**src/rtl/dmem_loader.sv**
```systemverilog
// dmem_loader: program RAM with byte-stream boot loader, NOP padding and CPU reset sequencing
module dmem_loader #(
    parameter int                ADDR_W   = 8,
    parameter int                DATA_W   = 8,
    parameter int                RST_HOLD = 4,
    parameter logic [DATA_W-1:0] FILL_VAL = 'h90
) (
    input  logic              clk,
    input  logic              rst,
    input  logic [DATA_W-1:0] in_data,
    input  logic              in_valid,
    input  logic              in_last,
    output logic              in_ready,
    input  logic              load_req,
    output logic              cpu_rst,
    input  logic [ADDR_W-1:0] cpu_addr,
    input  logic              cpu_R,
    input  logic              cpu_W,
    input  logic [DATA_W-1:0] cpu_wdata,
    output logic [DATA_W-1:0] cpu_rdata,
    output logic              load_done,
    output logic [ADDR_W:0]   prog_len,
    output logic              err_rw
);

    typedef enum logic [1:0] {LOAD, FILL, HOLD, RUN} state_t;

    state_t            state_q, state_d;
    logic [ADDR_W:0]   wr_ptr_q, wr_ptr_d, ptr_inc;
    logic [3:0]        hold_cnt_q, hold_cnt_d;
    logic [ADDR_W:0]   prog_len_q, prog_len_d;
    logic              err_rw_q, err_rw_d;
    logic              mem_we, at_top;
    logic [ADDR_W-1:0] mem_addr;
    logic [DATA_W-1:0] mem_wdata;
    logic [DATA_W-1:0] mem [2**ADDR_W];

    assign ptr_inc   = wr_ptr_q + (ADDR_W+1)'(1);
    assign at_top    = &wr_ptr_q[ADDR_W-1:0];
    assign in_ready  = state_q == LOAD;
    assign load_done = state_q == RUN;
    assign cpu_rst   = state_q != RUN;
    assign prog_len  = prog_len_q;
    assign err_rw    = err_rw_q;
    assign cpu_rdata = (load_done && !cpu_R) ? mem[cpu_addr] : '0;

    // next state and the single RAM write port shared by loader, filler and CPU
    always_comb begin
        state_d    = state_q;
        wr_ptr_d   = wr_ptr_q;
        hold_cnt_d = hold_cnt_q;
        prog_len_d = prog_len_q;
        err_rw_d   = err_rw_q;
        mem_we     = 1'b0;
        mem_addr   = wr_ptr_q[ADDR_W-1:0];
        mem_wdata  = in_data;
        unique case (state_q)
            LOAD: begin
                mem_we = in_valid;
                if (in_valid) begin
                    wr_ptr_d   = ptr_inc;
                    prog_len_d = ptr_inc;
                    if (at_top) begin
                        state_d  = HOLD;
                        wr_ptr_d = '0;
                    end else if (in_last) begin
                        state_d = FILL;
                    end
                end
            end
            FILL: begin
                mem_we    = 1'b1;
                mem_wdata = FILL_VAL;
                wr_ptr_d  = ptr_inc;
                if (at_top) begin
                    state_d  = HOLD;
                    wr_ptr_d = '0;
                end
            end
            HOLD: begin
                hold_cnt_d = hold_cnt_q + 4'd1;
                if (hold_cnt_q == 4'(RST_HOLD - 1)) begin
                    state_d    = RUN;
                    hold_cnt_d = '0;
                end
            end
            RUN: begin
                mem_we    = !cpu_W;
                mem_addr  = cpu_addr;
                mem_wdata = cpu_wdata;
                if (!cpu_R && !cpu_W) err_rw_d = 1'b1;
                if (load_req) begin
                    state_d    = LOAD;
                    wr_ptr_d   = '0;
                    err_rw_d   = 1'b0;
                    prog_len_d = '0;
                end
            end
            default: state_d = LOAD;
        endcase
    end

    // control registers, asynchronously reset
    always_ff @(posedge clk or posedge rst) begin
        if (rst) begin
            state_q    <= LOAD;
            wr_ptr_q   <= '0;
            hold_cnt_q <= '0;
            prog_len_q <= '0;
            err_rw_q   <= 1'b0;
        end else begin
            state_q    <= state_d;
            wr_ptr_q   <= wr_ptr_d;
            hold_cnt_q <= hold_cnt_d;
            prog_len_q <= prog_len_d;
            err_rw_q   <= err_rw_d;
        end
    end

    // RAM array, not reset; writes suppressed while reset is asserted
    always_ff @(posedge clk) begin
        if (mem_we && !rst) mem[mem_addr] <= mem_wdata;
    end

endmodule

```
**config.mk**
```make
export PLATFORM = sky130hd
export DESIGN_NAME = dmem_loader
export DESIGN_NICKNAME = d
export VERILOG_FILES = /design/src/rtl/dmem_loader.sv
export SDC_FILE = /design/constraint.sdc
export NUM_CORES = 2
export LEC_CHECK = 0
export ABC_AREA = 1
export CAP_MARGIN = 20
export CORE_MARGIN = 8
export CORE_UTILIZATION = 30
export CTS_CLUSTER_SIZE = 28
export DETAILED_ROUTE_END_ITERATION = 10
export DONT_BUFFER_PORTS = 1
export GPL_TIMING_DRIVEN = 1
export SYNTH_ARGS = -nofsm -noshare
export SYNTH_HDL_FRONTEND = slang
export SYNTH_SLANG_ARGS = --single-unit
```
**constraint.sdc**
```tcl
create_clock -name clk -period 17.7 [get_ports clk]
set_input_delay 4.425 -clock clk [delete_from_list [all_inputs] [get_ports clk]]
set_output_delay 4.425 -clock clk [all_outputs]
set_load 0.03 [all_outputs]
```
## Word level (Yosys, flattened, before mapping)

Memories as Yosys holds them, arrays and structs flattened.
Index checks and enable logic that the tools add are counted.

| storage, ports and cells | value |
|---|---|
| bits in writable memories | 2048 |
| output and inout bits | 21 |
| bits in registers | 25 |
| word-level logic and storage cells | 55 |
| memories kept | 1 |

| cells by class | value |
|---|---|
| add/subtract/negate cells | 2 |
| muxes and demuxes | 22 |
| equality and inequality tests | 10 |
| reduce and logical (&&, ||, !) cells | 15 |

Memories:

| name | words | width | read ports | clocked after memory_dff | write ports | RTL line | source |
|---|---|---|---|---|---|---|---|
| mem | 256 | 8 | 1 | 0 | 1 | 36 | `logic [DATA_W-1:0] mem [2**ADDR_W];` |

Operators by type and width:

| cell | count |
|---|---|
| 9-bit 2-to-1 mux | 4 |
| 9-bit one-hot mux with 3 select lines | 1 |
| 9-bit one-hot mux with 2 select lines | 1 |
| 8-bit 2-to-1 mux | 2 |
| 8-bit one-hot mux with 2 select lines | 1 |
| 2-bit 2-to-1 mux | 6 |
| 2-bit != test, second input constant | 5 |
| 9-bit by 1-bit adder with 9-bit output, second input constant | 1 |
| 2-bit one-hot mux with 4 select lines | 1 |
| 8-bit AND reduction | 1 |
| 3-bit AND reduction | 2 |
| 5-bit AND reduction | 1 |
| 4-bit by 1-bit adder with 4-bit output, second input constant | 1 |
| 2-bit equality test, second input constant | 2 |
| 4-bit by 2-bit equality test with 1-bit output, second input constant | 1 |
| 1-bit 2-to-1 mux | 4 |
| 4-bit 2-to-1 mux | 1 |
| 2-bit nonzero test | 2 |
| 1-bit logical AND | 3 |
| 1-bit logical NOT | 3 |
| 3-bit by 2-bit != test with 1-bit output, second input constant | 1 |
| 1-bit one-hot mux with 3 select lines | 1 |
| 3-bit nonzero test | 1 |
| 2-bit by 1-bit equality test with 1-bit output, second input constant | 1 |
| other kinds (2) | 2 |

## Depth between registers and ports, before layout

| depth | value |
|---|---|
| depth in word-level cells | 5 |
| depth in mapped cells | 15 |
| gate-level depth less buffers | 11 |

## Worst setup path after synthesis

OpenSTA, ideal clock, no wires.

| timing path | value |
|---|---|
| path type | in2out |
| start | in cpu_addr[2] |
| end | out cpu_rdata[1] |
| data arrival time | 6.016 ns |
| setup slack | 7.259 ns |
| stages | 12 |
| data required time | 13.275 ns |
| cells stage by stage | buf_2 -> inv_1 -> buf_2 -> clkbuf_1 -> nand3_1 -> nand3_1 -> nand3_1 -> nand3_1 -> nand3_1 -> nand3_1 -> nand2_1 -> nor2_1 |

| between the ends | value |
|---|---|
| word-level cells in the longest chain between the ends | 2 |

RTL lines:

| element | RTL line | source |
|---|---|---|
| start, declared | 16 | `input logic [ADDR_W-1:0] cpu_addr,` |
| memory 256 x 8 bit | - |  |
| 8-bit 2-to-1 mux | 45 | `assign cpu_rdata = (load_done && !cpu_R) ? mem[cpu_addr] : '0;` |
| end, declared | 20 | `output logic [DATA_W-1:0] cpu_rdata,` |

Every way passes these cells.

## Worst setup path in the final report

| timing path | value |
|---|---|
| start | in cpu_addr[0] |
| end | out cpu_rdata[7] |

The elaborated chain is that of the path after synthesis.

==> results.json <==
{
  "synthDistinctLibCells": 35,
  "crit_path_start_kind": "input pin",
  "final_area_sq_um": 93900,
  "whs_path_depth": 2,
  "worstSkewPairLatency_ps": 840,
  "first_pass_iters": 5,
  "synth_edf_count": 2048,
  "hpwlAfterDp_mm": 124,
  "viasPerCell": 5.09,
  "ys.flop_type": "edfxtp_1",
  "start_util_pct": 30.1,
  "finalSetupViolations": 0,
  "ff2ff_path_depth": 6,
  "place_congestion": 0.821,
  "critical_path_class": "in -> out",
  "grt_antenna_before_repair": 6,
  "r2r_slack_ps": 13390,
  "cap_violations": 0,
  "globalRouteOverflowTotal": 0,
  "drc_errors": 0,
  "rsz0062_at_grt": "false",
  "critPathRequiredTime_ps": 13280,
  "netlist_area_sq_um": 84700,
  "end_kind": "primary output",
  "io_pins": 52,
  "syn_area_per_cell_sq_um": 11.8,
  "fmax_mhz": 72.0,
  "hold_viol": 0,
  "arrival_ps": 9460,
  "synth_nets": 7240,
  "drt-total-wl_mm": 234,
  "die_w_um": 547,
  "post_cts_resized": 0,
  "synth-seq-area-share_pct": 73.3,
  "worstHoldStart": "wr_ptr_q[8]$_DFFE_PP0P_",
  "totalPowerFinal_uw": 12000,
  "r2r-end": "mem[67][2]$_DFFE_PP_",
  "path_max_fanout": 326,
  "slew_headroom_pct": -3.39,
  "drive_above_1_share_pct": 5.10,
  "post-cts-setup-buffers": 0,
  "num_rows": 195,
  "setup_tns_ps": 0,
  "grtUsageTotal_pct": 14.9,
  "yosys_warnings": 0,
  "grt_pass1_vias": 51981,
  "place_area_sq_um": 87700,
  "async_flop_share_pct": 1.21,
  "grt_pass1_wl_mm": 345,
  "ctsHoldBuffers": 0,
  "irDropWorstVdd_v": 0.000219,
  "maxSlewViolCount": 98,
  "drtIter0Drc": 6776,
  "power_density_nw_per_um2": 128,
  "status": "finished with violations",
  "synthCells": 7200,
  "clock_skew_ps": 25.3,
  "tightest_slew_ps": 1550,
  "hold_end": "wr_ptr_q[8]$_DFFE_PP0P_",
  "finalNetCount": 7020,
  "r2r_start": "state_q[1]$_DFFE_PP0P_",
  "hold_path.class": "reg -> reg",
  "cts_root_buf": "clkbuf_16",
  "core_sq_um": 282000,
  "cts_tree": "yes",
  "synth_seq_cells": 2073,
  "fin_crit_ps": 13880,
  "clk_pin_slew_ps": 60,
  "die_y_um": 547,
  "port-buffer-count": 0,
  "area_delta_synth_final_pct": 10.8,
  "die-area_sq_um": 300000,
  "cts_made_buffers": 198,
  "antenna_left": 0,
  "dr_total_vias": 55388,
  "p_leak_uw": 0.0316,
  "grt_max_degree": 1026,
  "clock-sinks": 2073,
  "wl_per_cell_um": 21.5,
  "cts_htree_levels": 4,
  "violations": "slew limit",
  "period_share_pct": 78.4,
  "clk_path_buf_depth": 3
}
[worst max-delay path by stage]
stage	cells past startpoint	endpoint	slack, ps	start
after floorplan	12	cpu_rdata[1]	7260	cpu_addr[2]
after global placement	12	cpu_rdata[5]	4310	cpu_addr[1]
after detailed placement	12	cpu_rdata[6]	4360	cpu_addr[1]
after CTS	12	cpu_rdata[5]	4280	cpu_addr[1]
after global routing	14	cpu_rdata[1]	3720	cpu_addr[0]
final	14	cpu_rdata[7]	3820	cpu_addr[0]
[flip-flops by register name, indices dropped and copies added (netlist names)]
signal and cells:
mem 2048, hold_cnt_q 4, err_rw 1, wr_ptr_q 9, state_q 2, prog_len 9
[routing by layer]
layer | vias up | global-route usage, % | wire, um
met1 | 27417 | 20.9 | 99300
met5 | - | 0 | 13
met4 | 2 | 5.29 | 8120
met3 | 410 | 2.64 | 20000
li1 | 25061 | - | -
met2 | 2498 | 23.2 | 107000
[layout by cell type (no fill, tap or decap), types with 7 or more instances in the layout]
cell type	netlist	routed
buf_4	48	55
nor2_1	366	366
clkinv_2	1	24
o21ai_0	57	57
ha_1	9	9
nor2_2	10	10
clkbuf_16	0	204
dfrtp_1	25	25
nand3_1	1942	1940
o22ai_1	19	19
nand2_2	3	7
bufinv_16	0	9
clkinv_1	1	45
clkbuf_1	92	65
nand2_1	2129	2119
inv_1	52	49
buf_12	0	7
inv_2	6	7
a21oi_1	24	24
clkinvlp_4	0	9
edfxtp_1	2048	2048
[power breakdown]
group / leakage (uW) / internal, uW / switching [uW]
registers: 0.0188 / 6210 / 43.3
logic: 0.00982 / 230 / 1520
clock network: 0.00294 / 2240 / 1810
[layout make-up]
| type | count | area (sq um) |
|---|---|---|
| well taps | 3743 | 4680 |
| multi-input cells | 4578 | 20000 |
| repair buffers | 68 | 686 |
| fillers | 27630 | 188000 |
| clock buffers | 269 | 5350 |
| clock inverters | 95 | 736 |
| flip-flops and latches | 2073 | 62100 |
| inverters | 61 | 272 |
| diodes | 5 | 12.5 |
[kinds of logic (layout without fill, tap and decap cells)]
kind of cell	Yosys count	in the layout	synth area share (%)
AOI/OAI and AO/OA	107	107	0.679
other	0	5	0
DFF	2073	2073	73.3
adders and majority gates	9	9	0.133
and+or+nand+nor	4460	4460	22.7
buffers and inverters	549	493	3.15
muxes	1	1	0.0133
xor gates and xnor gates	1	1	0.0103
[critical path: stages]
cell and delay, ps:
buf_16 260, buf_16 640, inv_16 750, buf_4 670, nand2_1 100, nand3_1 110, nand3_1 110, nand3_1 120
nand3_1 330, nand3_1 170, nand3_1 220, nand3_1 170, nand2_1 70, nor2_1 690
[synth_stat cells (2+ instances only)]
master       n  area [sq um]
nor2_1     366          1370
nor2_2      10          62.6
a21oi_1     24           120
o22ai_1     19           119
ha_1         9           113
o21ai_0     57           285
nand3_1   1942          9720
or2_2        2          12.5
dfrtp_1     25           626
inv_2        6          22.5
inv_1       52           195
edfxtp_1  2048         61500
buf_2      300          1500
nand2_2      3          18.8
buf_1       41           154
buf_4       48           360
clkbuf_1    92           345
nand2_1   2129          7990
nor3_1       4          20.0
o21ai_1      2          10.0
buf_6        7          78.8
[per-stage QoR]
stage | util, % | hold WS [ps] | cells | worst slack [ps]
after floorplan | - | 440 | 7200 | 7260
after global placement | 31.1 | 454 | 10516 | 4310
after detailed placement | 31.1 | 479 | 10517 | 4360
after CTS | 33.3 | 500 | 10881 | 4280
after global routing | 33.3 | 520 | 10887 | 3720
final | 33.3 | 498 | 10892 | 3820
Power figures use the tool's default switching activity.
